==> config.mk <==
export PLATFORM = sky130hd
export DESIGN_NAME = register_rx
export DESIGN_NICKNAME = d
export VERILOG_FILES = /design/src/rtl/register_rx.sv
export SDC_FILE = /design/constraint.sdc
export NUM_CORES = 1
export LEC_CHECK = 0
export ABC_AREA = 0
export CAP_MARGIN = 10
export CORE_UTILIZATION = 57
export DETAILED_ROUTE_END_ITERATION = 12
export HOLD_SLACK_MARGIN = 0.05
export PLACE_DENSITY = 0.91
export SETUP_SLACK_MARGIN = 0.5
export SYNTH_ARGS = -nofsm -noshare
export SYNTH_HDL_FRONTEND = slang
export SYNTH_SLANG_ARGS = --single-unit
==> constraint.sdc <==
create_clock -name clk -period 4.15 [get_ports clk]
set_clock_uncertainty 0.2 [all_clocks]
set_input_delay 0.415 -clock clk [delete_from_list [all_inputs] [get_ports clk]]
set_output_delay 0.415 -clock clk [all_outputs]
set_load 0.02 [all_outputs]
==> src/rtl/register_rx.sv <==
// -----------------------------------------------------------------------------
// register_rx
//   Serial receiver for a 4-bit word framed as: start (0), 4 data bits LSB
//   first, stop (1).  Each bit lasts CLKS_PER_BIT clock cycles.  The start
//   bit is re-checked half a bit after it is first seen.  Every later bit is
//   sampled one full bit period after the previous sample, so each sample
//   lands near the middle of its bit.
//
// Ports
//   clk        : single clock, rising edge
//   reset      : asynchronous, active-low reset
//   rx         : serial line, synchronous to clk, idles high
//   data_out   : last correctly received word
//   fn         : one-cycle pulse, frame received without error
//   frame_err  : one-cycle pulse, stop bit sampled as 0
//   busy       : high whenever the receiver is not idle
// -----------------------------------------------------------------------------
module register_rx #(
  parameter int CLKS_PER_BIT = 4
) (
  input  logic       clk,
  input  logic       reset,
  input  logic       rx,
  output logic [3:0] data_out,
  output logic       fn,
  output logic       frame_err,
  output logic       busy
);

  // The cycle counter only ever reaches CLKS_PER_BIT-1.
  localparam int             CW        = $clog2(CLKS_PER_BIT);
  localparam logic [CW-1:0]  CNT_ZERO  = CW'(0);
  localparam logic [CW-1:0]  CNT_ONE   = CW'(1);
  localparam logic [CW-1:0]  HALF_LAST = CW'(CLKS_PER_BIT / 2 - 1);
  localparam logic [CW-1:0]  BIT_LAST  = CW'(CLKS_PER_BIT - 1);

  typedef enum logic [2:0] {
    S_IDLE      = 3'd0,
    S_START     = 3'd1,
    S_DATA      = 3'd2,
    S_STOP      = 3'd3,
    S_WAIT_IDLE = 3'd4
  } state_t;

  state_t        r_state;
  logic [CW-1:0] r_cnt;
  logic [1:0]    r_bit;
  logic [3:0]    r_shift;
  logic [3:0]    r_data;
  logic          r_fn;
  logic          r_ferr;
  logic          r_busy;

  state_t        w_state_nxt;
  logic [CW-1:0] w_cnt_nxt;
  logic [1:0]    w_bit_nxt;
  logic [3:0]    w_shift_nxt;
  logic [3:0]    w_data_nxt;
  logic          w_fn_nxt;
  logic          w_ferr_nxt;
  logic          w_half_done;
  logic          w_bit_done;

  // r_cnt holds (edges since the last sample point) - 1, so a match here
  // means the current edge is the next sample point.
  assign w_half_done = (r_cnt == HALF_LAST);
  assign w_bit_done  = (r_cnt == BIT_LAST);

  // Next-state, counter, shift-register and output-pulse logic.
  always_comb begin
    w_state_nxt = r_state;
    w_cnt_nxt   = r_cnt;
    w_bit_nxt   = r_bit;
    w_shift_nxt = r_shift;
    w_data_nxt  = r_data;
    w_fn_nxt    = 1'b0;
    w_ferr_nxt  = 1'b0;
    case (r_state)
      S_IDLE: begin
        w_cnt_nxt = CNT_ZERO;
        w_bit_nxt = 2'd0;
        if (rx == 1'b0) begin
          w_state_nxt = S_START;
        end else begin
          w_state_nxt = S_IDLE;
        end
      end
      S_START: begin
        if (w_half_done) begin
          w_cnt_nxt = CNT_ZERO;
          // A line back high at mid-start is a glitch, not a frame.
          if (rx == 1'b0) begin
            w_state_nxt = S_DATA;
          end else begin
            w_state_nxt = S_IDLE;
          end
        end else begin
          w_cnt_nxt = r_cnt + CNT_ONE;
        end
      end
      S_DATA: begin
        if (w_bit_done) begin
          w_cnt_nxt          = CNT_ZERO;
          w_shift_nxt[r_bit] = rx;
          if (r_bit == 2'd3) begin
            w_bit_nxt   = 2'd0;
            w_state_nxt = S_STOP;
          end else begin
            w_bit_nxt   = r_bit + 2'd1;
          end
        end else begin
          w_cnt_nxt = r_cnt + CNT_ONE;
        end
      end
      S_STOP: begin
        if (w_bit_done) begin
          w_cnt_nxt = CNT_ZERO;
          if (rx == 1'b1) begin
            w_data_nxt  = r_shift;
            w_fn_nxt    = 1'b1;
            w_state_nxt = S_IDLE;
          end else begin
            w_ferr_nxt  = 1'b1;
            w_state_nxt = S_WAIT_IDLE;
          end
        end else begin
          w_cnt_nxt = r_cnt + CNT_ONE;
        end
      end
      S_WAIT_IDLE: begin
        // A broken line held low must not look like a stream of start bits.
        w_cnt_nxt = CNT_ZERO;
        if (rx == 1'b1) begin
          w_state_nxt = S_IDLE;
        end else begin
          w_state_nxt = S_WAIT_IDLE;
        end
      end
      default: begin
        w_state_nxt = S_IDLE;
        w_cnt_nxt   = CNT_ZERO;
        w_bit_nxt   = 2'd0;
      end
    endcase
  end

  // State, datapath and registered outputs.
  always_ff @(posedge clk or negedge reset) begin
    if (!reset) begin
      r_state <= S_IDLE;
      r_cnt   <= CNT_ZERO;
      r_bit   <= 2'd0;
      r_shift <= 4'h0;
      r_data  <= 4'h0;
      r_fn    <= 1'b0;
      r_ferr  <= 1'b0;
      r_busy  <= 1'b0;
    end else begin
      r_state <= w_state_nxt;
      r_cnt   <= w_cnt_nxt;
      r_bit   <= w_bit_nxt;
      r_shift <= w_shift_nxt;
      r_data  <= w_data_nxt;
      r_fn    <= w_fn_nxt;
      r_ferr  <= w_ferr_nxt;
      // Registered copy of (next state != IDLE) so busy tracks the state.
      r_busy  <= (w_state_nxt != S_IDLE);
    end
  end

  assign data_out  = r_data;
  assign fn        = r_fn;
  assign frame_err = r_ferr;
  assign busy      = r_busy;

endmodule

# Word-level counts from Yosys, hierarchy flattened
# Cells that the tools add are included.
# classes
n_eq_ne	8
add_sub_neg	2
bitwise	1
muxes	23
order_cmp	2
reduce_logical	8
# ops
cell	count
2-to-1 mux 3 bit	5
one-hot mux 3 bit (5 select lines)	1
2-to-1 mux 2 bit	5
2-to-1 mux 1 bit	8
one-hot mux 2 bit (2 select lines)	2
equality test 3 x 2 -> 1 bit, second input constant	2
adder 2 x 1 -> 2 bit, second input constant	2
bitwise mux 4 bit	1
equality test 2 bit, second input constant	2
AND reduction 2 bit	2
equality test 3 x 1 -> 1 bit, second input constant	1
equality test 3 bit, second input constant	1
zero test 3 bit	1
less-than comparator 2 x 3 -> 1 bit, second input constant	1
AND reduction 3 bit	1
nonzero test 3 bit	1
OR reduction 3 bit	1
demux 1 bit (select 2 bit)	1
equality test 2 x 1 -> 1 bit, second input constant	1
greater-or-equal comparator 2 x 1 -> 1 bit, second input constant	1
inequality test 2 bit, second input constant	1
OR reduction 2 bit	1
logical AND 1 bit	1
NOT 1 bit	1
# word_totals
word_cells	52
out_inout_bits	7
inputBits	3
regBits	18

# Longest topological paths before layout
# Gate-level depths: netlist of run 1.
# logic_depth
word_depth	5
ltp_mapped	6
mapped_depth_nobuf	6

# Worst setup path after synthesis of run 1
# OpenSTA, ideal clock, no wires.
# synth_timing
kind	reg-to-reg
from	reg r_cnt[0]
to	reg r_shift[0]
t_arrival_ns	1.381
synth_period_minus_slack_ns	1.705
stages_incl_launch_ff	6
slack_ns	2.445
setup_ns	0.125
path_buffers	0
t_required_ns	3.825
path_cell_list	dfrtp_1 ha_1 nor2b_4 and3b_2 nand2_1 mux2_2
# synth_between
elab_chain_cells	2
# synth_lines
item	line_no	rtl
from (decl)	46	logic [CW-1:0] r_cnt;
from (signal assigned)	160	r_cnt <= w_cnt_nxt;
equality test 2 bit	67	assign w_bit_done = (r_cnt == BIT_LAST);
AND reduction 2 bit (no line)	n/a	
to (signal assigned)	162	r_shift <= w_shift_nxt;
to (decl)	48	logic [3:0] r_shift;
# No other way between the ends.
# A chain may end at the register's enable or synchronous reset.

# Final worst setup path of run 1
# layout_timing
from	reg r_data[3], in the netlist data_out[3]
to	out data_out[3]
# layout_rtl
item	line_no	rtl
from (decl)	49	logic [3:0] r_data;
from (signal assigned)	163	r_data <= w_data_nxt;
to (decl)	24	output logic [3:0] data_out,
# No word-level cell between the ends.

==> key figures, run 1 <==
Power and ir drop
  – Tot Pwr: 0.6239 mW
  – VDD IR max: 295.0 uV
  – PD cells: 611.9 nW/um^2
  – Leak: 0.4649 nW

Critical path
  – Crit path max fanout: 2
  – Worst EP required: 3.53 ns
  – Worst setup SP type: register
  – Slowest CP cell: clkdlybuf4s50_1
  – CP Cell Sequence: clkdlybuf4s50_1
  – CP Buf/Inv Count: 1
  – Kind of critical path: register to output port
  – Worst EP arrival: 1.27 ns
  – Crit end category: output port
  – Max stage delay on crit path: 0.61 ns
  – Delay-heaviest family, CP: buffers and inverters

Timing
  – Setup TNS: 0 ns
  – RSZ-0062 raised after global routing: no
  – Final setup viols: 0
  – Worst-margin pin slew: 0.7686 ns
  – Count of pins over their slew limit: 0
  – Final Hold Fails: 0
  – Min Clock Period, post-route: 1.883 ns
  – Fmax: 531.1 MHz
  – Final period util: 0.4537
  – Relative slew margins: 0.4860
  – Hold Slack: 0.3081 ns
  – Final worst slack: 2.267 ns

Clock network
  – Post-CTS sizing: 0
  – Num CTS Buffers: 3
  – Postcts setup bufs: 0
  – CTS Hold Bufs: 0
  – Clk buf depth: 2
  – CTS tree: yes
  – Root buffer selected by CTS: clkbuf_4
  – Worst-Skew Late Latency: 0.29 ns
  – H-tree depth: 1
  – # clock sinks: 18
  – Clock Pin Slew Worst Setup and Hold Paths: 0.10 ns

Finish
  – Layout net count: 99
  – Final Core Density: 0.7376
  – Filler Cell Count: 89
  – ANT cells: 0
  – Most common cell after layout, fill and taps aside: dfrtp_1
  – Proportion of layout cells with a drive suffix above 1: 0.1705
  – Final Non-Filler Cells: 103
  – Most frequent cells in the layout: dfrtp_1 (18), mux2_2 (9), clkdlybuf4s50_1 (9)
  – Design area: 1020 sq um
  – Layout area overhead: 13.67%

Die
  – Chip Height: 41.67 microns
  – Starting Density: 0.6489
  – Row cnt: 13
  – Die ar.: 1736 sq um
  – I/O pin count: 10
  – Die width: 41.67 microns
  – Core area: 1383 sq um

Global route
  – Overflow after GRT: 0
  – Vias in the first global route: 592
  – Gr usage total: 0.1978
  – First-pass GRT wire length: 2553 microns
  – Initial antenna violation count: 0
  – Largest net degree at the start of global routing: 19

Drt
  – Via Count: 605
  – WL per Instance: 14.32 microns
  – DRC Markers: 0
  – Routed Antenna Nets: 0
  – DRT Wirelength: 1475 microns
  – Drt pass-1 iters: 4
  – DR vias/cell: 5.874
  – DRT iter0 DRCs: 15

Synth
  – Synth area leaders: dfrtp_1 (50%), mux2_2 (11%), ha_1 (9.8%), nand2_1 (2.9%), nor2_1 (2.5%)
  – Post-synthesis cell type count: 29
  – Cells after Synth: 79
  – Synth area leader: dfrtp_1
  – Yosys reg bits: 18
  – Syn avg cell area: 11.36 sq um
  – Synthesized area: 897.1 sq um
  – Syn nets: 89
  – Synth top area share: 0.5021
  – Seq/Total Area, Yosys: 0.5021
  – Synth warnings: 0

Placement
  – Pre-CTS setup slack: 2.097 ns
  – GP Congestion: 0.7451
  – Input/output buffers: 9
  – Placed inst area: 983.4 sq um
  – Dpl cells: 99
  – DP Wirelength: 1042 microns

Run
  – Max Cap Viol: 0

Run status
  – Status: finished, final reports clean

Worst hold path
  – Worst min-delay path class: register to register
[routing by layer]
metal	part of all wire	routed length (microns)	vias to the layer above	global-route usage
li1	-	-	284	-
met1	0.43	638	286	0.2421
met2	0.48	713	28	0.3219
met3	0.052	77	7	0.03043
met4	0.031	46	0	0.1290
met5	0	0	-	0
[layout make-up]
cell class | count | area, sq um | share of cell area
Inverter | 5 | 18.77 | 0.01840
Tap cell | 15 | 18.77 | 0.01840
Multi-Input combinational cell | 52 | 405.4 | 0.3975
Sequential cell | 18 | 450.4 | 0.4417
Timing Repair Buffer | 9 | 90.09 | 0.08834
Clock buffer | 4 | 36.28 | 0.03558
[sequential cells by signal (all words and copies together), names as in the netlist]
register	cells
busy	1
r_state	3
frame_err	1
fn	1
data_out	4
r_bit	2
r_shift	4
r_cnt	2
[cell families after synthesis]
logic type	Yosys count	synth area share
muxes	10	0.1241
DFF	18	0.5021
adders and majority gates	7	0.09762
buffers and inverters	9	0.04603
AOI/OAI and AO/OA	9	0.06137
and+or+nand+nor	26	0.1688
[worst paths after layout]
kind                        startpoint          end  slack, ns  depth (start not counted)
setup / recovery           data_out[3]  data_out[3]       2.27                          1
hold / removal              r_shift[2]  data_out[2]       0.31                          1
setup reg to reg              r_cnt[0]  data_out[3]       2.31                          4
hold reg to reg             r_shift[2]  data_out[2]       0.31                          1
max in group asynchronous        reset     r_cnt[0]       2.91                          1
min in group asynchronous        reset           fn       0.36                          1
[cells in the mapped netlist, drive strengths merged]
library cell and instances:
clkbuf 1, nor3b 1, o21ai 3, a21oi 2
or4b 1, nand4b 1, and3b 1, o22ai 1
nor3 1, inv 5, nor2b 2, nand2b 1
nand2 7, nor2 6, or3 1, a22oi 1
nand3 1, a21o 1, buf 3, ha 7
a311oi 1, mux2 9, nand3b 1, dfrtp 18
mux2i 1, nand4 1, nor4bb 1
[report_power, final]
part           switching [mW]  internal [mW]  leakage, nW
registers              0.0623          0.228        0.227
clock network          0.0521         0.0535       0.0210
logic                   0.108          0.120        0.217
total                   0.222          0.402        0.465
(Power assumes the default switching activity.)
==> inputs of run 2 (changes only) <==
--- a/config.mk
+++ b/config.mk
@@ -7,10 +7,10 @@
 export LEC_CHECK = 0
 export ABC_AREA = 0
 export CAP_MARGIN = 10
-export CORE_UTILIZATION = 57
+export CORE_UTILIZATION = 48
 export DETAILED_ROUTE_END_ITERATION = 12
 export HOLD_SLACK_MARGIN = 0.05
-export PLACE_DENSITY = 0.91
+export PLACE_DENSITY = 0.82
 export SETUP_SLACK_MARGIN = 0.5
 export SYNTH_ARGS = -nofsm -noshare
 export SYNTH_HDL_FRONTEND = slang
==> constraint.sdc (replaced) <==
create_clock -name clk -period 1.5 [get_ports clk]
set_clock_uncertainty 0.2 [all_clocks]
set_input_delay 0.15 -clock clk [delete_from_list [all_inputs] [get_ports clk]]
set_output_delay 0.15 -clock clk [all_outputs]
set_load 0.02 [all_outputs]
==> key figures, run 2 (synthesized netlist as in run 1, its figures left out) <==
Placement
  – GP Congestion: 0.7932 (was 0.7451)
  – DP Wirelength: 1236 microns (was 1042 microns)
  – Dpl cells: 123 (was 99)
  – Input/output buffers: 9 (unchanged)

Global route
  – Gr usage total: 0.1995 (was 0.1978)
  – Largest net degree at the start of global routing: 19 (unchanged)
  – Overflow after GRT: 0 (unchanged)
  – Vias in the first global route: 668 (was 592)
  – Initial antenna violation count: 0 (unchanged)
  – First-pass GRT wire length: 2794 microns (was 2553 microns)

Timing
  – Min Clock Period, post-route: 1.689 ns
  – Worst-margin pin slew: 0.3128 ns (was 0.7686 ns)
  – Final period util: 1.126
  – Final worst slack: -0.1885 ns (was 2.267 ns)
  – Fmax: 592.2 MHz
  – Hold Slack: -0.03662 ns (was 0.3081 ns)
  – Relative slew margins: 0.7886 (was 0.4860)
  – Final Hold Fails: 18 (was 0)
  – Setup TNS: -1.657 ns (was 0 ns)
  – RSZ-0062 raised after global routing: yes (was no)
  – Final setup viols: 12 (was 0)
  – Count of pins over their slew limit: 0 (unchanged)

Clock network
  – # clock sinks: 18 (unchanged)
  – Num CTS Buffers: 3 (unchanged)
  – Clock Pin Slew Worst Setup and Hold Paths: 0.11 ns (was 0.10 ns)
  – Clk buf depth: 2 (unchanged)
  – H-tree depth: 1 (unchanged)
  – Worst-Skew Late Latency: 0.30 ns (was 0.29 ns)
  – CTS tree: yes (unchanged)
  – Root buffer selected by CTS: clkbuf_4 (unchanged)

Finish
  – Filler Cell Count: 114 (was 89)
  – Seq. cell area: 452.9 sq um (was 450.4 sq um)
  – Final Non-Filler Cells: 138 (was 103)
  – Proportion of layout cells with a drive suffix above 1: 0.5575 (was 0.1705)
  – ANT cells: 0 (unchanged)
  – Most frequent cells in the layout: buf_4 (17), dfrtp_1 (16), buf_6 (15) (was dfrtp_1 (18), mux2_2 (9), clkdlybuf4s50_1 (9))
  – Layout area overhead: 49.79% (was 13.67%)
  – Most common cell after layout, fill and taps aside: buf_4 (was dfrtp_1)
  – Layout net count: 124 (was 99)
  – Multi-input gate area in the final layout: 480.5 sq um (was 405.4 sq um)

Die
  – Core area: 1745 sq um (was 1383 sq um)
  – Chip Height: 45.23 microns (was 41.67 microns)
  – Die ar.: 2046 sq um (was 1736 sq um)
  – I/O pin count: 10 (unchanged)
  – Row cnt: 15 (was 13)
  – Starting Density: 0.5140 (was 0.6489)
  – Die width: 45.23 microns (was 41.67 microns)

Drt
  – DRT iter0 DRCs: 3 (was 15)
  – Via Count: 701 (was 605)
  – DR vias/cell: 5.080 (was 5.874)
  – DRT Wirelength: 1839 microns (was 1475 microns)
  – DRC Markers: 0 (unchanged)
  – Routed Antenna Nets: 0 (unchanged)
  – Drt pass-1 iters: 4 (unchanged)
  – WL per Instance: 13.33 microns (was 14.32 microns)

Critical path
  – Delay-heaviest family, CP: flip-flops (was buffers and inverters)
  – CP Buf/Inv Count: 0 (was 1)
  – Worst EP arrival: 1.69 ns (was 1.27 ns)
  – CP Cell Sequence: ha_4 > nor2b_4 > and3b_2 > nand2_1 > mux2_4 (was clkdlybuf4s50_1)
  – Max stage delay on crit path: 0.44 ns (was 0.61 ns)
  – Crit path max fanout: 5 (was 2)
  – Worst EP required: 1.50 ns (was 3.53 ns)
  – Crit end category: register (was output port)
  – Worst setup SP type: register (unchanged)
  – Kind of critical path: register to register (was register to output port)
  – Slowest CP cell: dfrtp_1 (was clkdlybuf4s50_1)

Run
  – Max Cap Viol: 0 (unchanged)

Power and ir drop
  – Tot Pwr: 2.114 mW (was 0.6239 mW)
  – Leak: 0.6415 nW (was 0.4649 nW)
  – PD cells: 1573 nW/um^2 (was 611.9 nW/um^2)
  – VDD IR max: 881.0 uV (was 295.0 uV)

Run status
  – Status: finished, violations left (was finished, final reports clean)
  – Violated checks: hold timing, setup timing

Worst hold path
  – Worst min-delay path class: input port to asynchronous set/reset pin (was register to register)
run 2: cell types whose count changed in the layout (fill, tap and decap cells not counted), moves of 4 or more:
cell             delta
buf_4              +17
buf_6              +15
clkdlybuf4s50_1     -7
ha_1                -4
mux2_2              -5
mux2_4              +5
run 2: path summary, 6_finish.rpt:
check                      cells past startpoint  startpoint  slack, ns         end
max in group asynchronous                      2       reset       0.93  r_state[0]
max                                            5    r_cnt[1]      -0.19  r_shift[0]
max reg2reg                                    5    r_cnt[1]      -0.19  r_shift[0]
min                                            2       reset      -0.04    r_cnt[1]
min in group clk                               1  r_shift[2]       0.34  r_shift[2]
min reg2reg                                    1  r_shift[2]       0.34  r_shift[2]
run 2: area by class of cell:
class	instances	area share
clock buffer	4	0.02700
inverter	5	0.01955
multi-input combinational	52	0.3575
sequential	18	0.3371
tap	25	0.02328
timing repair buffer	34	0.2356
run 2: routing by layer:
layer / vias to the layer above / track usage / share of wire
li1: 339 / - / -
met1: 345 / 0.2136 / 0.41
met2: 11 / 0.3652 / 0.55
met3: 6 / 0.03600 / 0.018
met4: 0 / 0.1091 / 0.020
met5: - / 0 / 0
run 2: what timing repair did:
item	CTS	global route
hold endpoints to repair	18	18
gates cloned	0	0
setup buffers	8	3
pin swaps	4	6
gates resized for setup	58	11
endpoints found under the setup margin	25	25
run 2: report_power, final:
group          switching [mW]  internal [mW]
logic                   0.400          0.608
registers               0.166          0.637
clock network           0.154          0.148
run 2: stage by stage:
step | setup WS (ns) | instance area, sq um | utilization
after floorplan | -0.1087 | 927.1 | -
after global placement | -0.1754 | 1131 | 0.6480
after global routing | -0.2268 | 1344 | 0.7699
after detailed placement | -0.1965 | 1131 | 0.6480
final | -0.1885 | 1344 | 0.7699
after CTS | -0.1745 | 1292 | 0.7405
run 2: worst register-to-register path: cells and delay by family (launching register included):
family / cells / cell delay (ns)
flops: 1 / 0.44
simple gates: 3 / 0.45
mux: 1 / 0.30
fa+ha+maj: 1 / 0.20
==> inputs of run 3 (changes only) <==
--- a/config.mk
+++ b/config.mk
@@ -7,10 +7,10 @@
 export LEC_CHECK = 0
 export ABC_AREA = 0
 export CAP_MARGIN = 10
-export CORE_UTILIZATION = 48
+export CORE_UTILIZATION = 53
 export DETAILED_ROUTE_END_ITERATION = 12
 export HOLD_SLACK_MARGIN = 0.05
-export PLACE_DENSITY = 0.82
+export PLACE_DENSITY = 0.86
 export SETUP_SLACK_MARGIN = 0.5
 export SYNTH_ARGS = -nofsm -noshare
 export SYNTH_HDL_FRONTEND = slang
==> constraint.sdc (replaced) <==
create_clock -name clk -period 1.75 [get_ports clk]
set_clock_uncertainty 0.2 [all_clocks]
set_input_delay 0.175 -clock clk [delete_from_list [all_inputs] [get_ports clk]]
set_output_delay 0.175 -clock clk [all_outputs]
set_load 0.02 [all_outputs]
==> key figures, run 3 (synthesized netlist as in run 1, its figures left out) <==
Critical path
  – Kind of critical path: register to register (unchanged)
  – Slowest CP cell: dfrtp_1 (unchanged)
  – Worst setup SP type: register (unchanged)
  – Worst EP arrival: 1.72 ns (was 1.69 ns)
  – Delay-heaviest family, CP: simple AND/OR/NAND/NOR gates (was flip-flops)
  – CP Buf/Inv Count: 1 (was 0)
  – Max stage delay on crit path: 0.44 ns (about the same)
  – Worst EP required: 1.72 ns (was 1.50 ns)
  – Reg2reg path depth: 6 (was 5)
  – Crit path max fanout: 7 (was 5)
  – Crit end category: register (unchanged)
  – Crit. path cell count: 6 (was 5)
  – CP Cell Sequence: ha_4 > nor2b_4 > buf_4 > nand3_2 > a21oi_2 > or3_1 (was ha_4 > nor2b_4 > and3b_2 > nand2_1 > mux2_4)

Finish
  – Proportion of layout cells with a drive suffix above 1: 0.5182 (was 0.5575)
  – Most frequent cells in the layout: buf_4 (19), dfrtp_1 (16), buf_2 (6) (was buf_4 (17), dfrtp_1 (16), buf_6 (15))
  – Layout net count: 121 (was 124)
  – Most common cell after layout, fill and taps aside: buf_4 (unchanged)
  – Layout area overhead: 37.38% (was 49.79%)
  – ANT cells: 0 (unchanged)
  – Filler Cell Count: 94 (was 114)

Timing
  – Setup TNS: -0.01356 ns (was -1.657 ns)
  – Count of pins over their slew limit: 0 (unchanged)
  – Fmax: 568.8 MHz (was 592.2 MHz)
  – Worst-margin pin slew: 0.2842 ns (was 0.3128 ns)
  – Final setup viols: 2 (was 12)
  – Final period util: 1.005 (was 1.126)
  – Final Hold Fails: 0 (was 18)
  – Relative slew margins: 0.8092 (was 0.7886)
  – Final worst slack: -0.008196 ns (was -0.1885 ns)
  – RSZ-0062 raised after global routing: yes (unchanged)
  – Min Clock Period, post-route: 1.758 ns (was 1.689 ns)

Clock network
  – Worst-Skew Late Latency: 0.29 ns (was 0.30 ns)
  – Clk buf depth: 2 (unchanged)
  – CTS tree: yes (unchanged)
  – Clock Pin Slew Worst Setup and Hold Paths: 0.11 ns (about the same)
  – Root buffer selected by CTS: clkbuf_4 (unchanged)
  – H-tree depth: 1 (unchanged)
  – # clock sinks: 18 (unchanged)
  – Num CTS Buffers: 3 (unchanged)

Die
  – Die width: 43.14 microns (was 45.23 microns)
  – Core area: 1541 sq um (was 1745 sq um)
  – I/O pin count: 10 (unchanged)
  – Starting Density: 0.5820 (was 0.5140)
  – Row cnt: 14 (was 15)
  – Die ar.: 1861 sq um (was 2046 sq um)
  – Chip Height: 43.14 microns (was 45.23 microns)

Drt
  – Routed Antenna Nets: 0 (unchanged)
  – DRC Markers: 0 (unchanged)
  – Drt pass-1 iters: 4 (unchanged)
  – Via Count: 716 (was 701)
  – WL per Instance: 16.69 microns (was 13.33 microns)
  – DRT iter0 DRCs: 9 (was 3)
  – DR vias/cell: 5.683 (was 5.080)
  – DRT Wirelength: 2103 microns (was 1839 microns)

Placement
  – Pre-CTS setup slack: 0.02505 ns (was -0.1965 ns)
  – Input/output buffers: 9 (unchanged)
  – DP Wirelength: 1171 microns (was 1236 microns)
  – GP Congestion: 0.7355 (was 0.7932)

Worst hold path
  – Hold Crit Depth: 1
  – Worst min-delay path class: register to register (was input port to asynchronous set/reset pin)

Run status
  – Violated checks: setup timing (was hold timing, setup timing)
  – Status: finished, violations left (unchanged)

Power and ir drop
  – PD cells: 1398 nW/um^2 (was 1573 nW/um^2)
  – VDD IR max: 866.7 uV (was 881.0 uV)
  – Leak: 0.6092 nW (was 0.6415 nW)

Run
  – Max Cap Viol: 0 (unchanged)

Global route
  – Gr usage total: 0.2261 (was 0.1995)
  – First-pass GRT wire length: 3111 microns (was 2794 microns)
  – Overflow after GRT: 0 (unchanged)
  – Vias in the first global route: 695 (was 668)
  – Initial antenna violation count: 0 (unchanged)
  – Largest net degree at the start of global routing: 19 (unchanged)
==> run 3: cell types whose count changed in the layout (fill, tap and decap cells not counted), moves of 2 or more <==
cell / previous run / this run
buf_2: 0 / 6
buf_4: 17 / 19
inv_1: 2 / 4
nand2_1: 7 / 5
buf_6: 15 / 3
nand2_2: 0 / 2
==> run 3: repair_timing <==
action,CTS,global route
endpoints found under the setup margin,25,19
resized for setup,36,11
setup buffers,8,8
hold buffers,1,0
pin swaps,6,6
endpoints found under the hold margin,18,0
==> run 3: worst paths after layout <==
kind	startpoint	end	slack [ns]
min in group asynchronous	reset	data_out[0]	0.55
max in group asynchronous	reset	r_state[1]	0.58
max reg2reg	r_cnt[0]	busy	-0.008
min	data_out[0]	data_out[0]	0.31
min reg2reg	data_out[0]	data_out[0]	0.31
max	r_cnt[0]	busy	-0.008
==> run 3: layout make-up <==
class,count,area [sq um],share of cell area
Sequential cell,18,452.9,0.3675
Clock buffer,4,36.28,0.02944
Tap cell,16,20.02,0.01624
Multi-Input combinational cell,52,467.9,0.3797
Inverter,5,18.77,0.01523
Timing Repair Buffer,31,236.5,0.1919
==> run 3: power breakdown <==
| part | leakage, nW | switching, mW | internal, mW |
|---|---|---|---|
| registers | 0.225 | 0.166 | 0.545 |
| logic | 0.364 | 0.338 | 0.421 |
| clock network | 0.0210 | 0.127 | 0.126 |
==> run 3: worst register-to-register path, stage by stage (launching register included) <==
cell	delay, ns
dfrtp_1	0.44
ha_4	0.21
nor2b_4	0.14
buf_4	0.13
nand3_2	0.08
a21oi_2	0.07
or3_1	0.37
==> run 3: metal layers <==
layer  routed length [microns]  share of wire  vias up  global-route usage
li1                          -              -      333                   -
met1                       894           0.43      368              0.2755
met2                      1135           0.54       13              0.3940
met3                        64          0.030        2             0.05106
met4                         8         0.0038        0             0.06667
met5                         0              0        -                   0
==> run 3: through the flow <==
| step | cells | utilization | hold WS (ns) | power, mW | area (sq um) |
|---|---|---|---|---|---|
| 3_3_place_gp | 105 | 0.6826 | 0.2897 | 1.247 | 1052 |
| 6_report | 126 | 0.7995 | 0.3144 | 1.724 | 1232 |
| 2_1_floorplan | 79 | - | -0.3206 | 1.079 | 927.1 |
| 3_5_place_dp | 105 | 0.6826 | 0.2971 | 1.281 | 1052 |
| 5_1_grt | 126 | 0.7995 | 0.3443 | 1.821 | 1232 |
| 4_1_cts | 118 | 0.7386 | 0.3152 | 1.559 | 1139 |
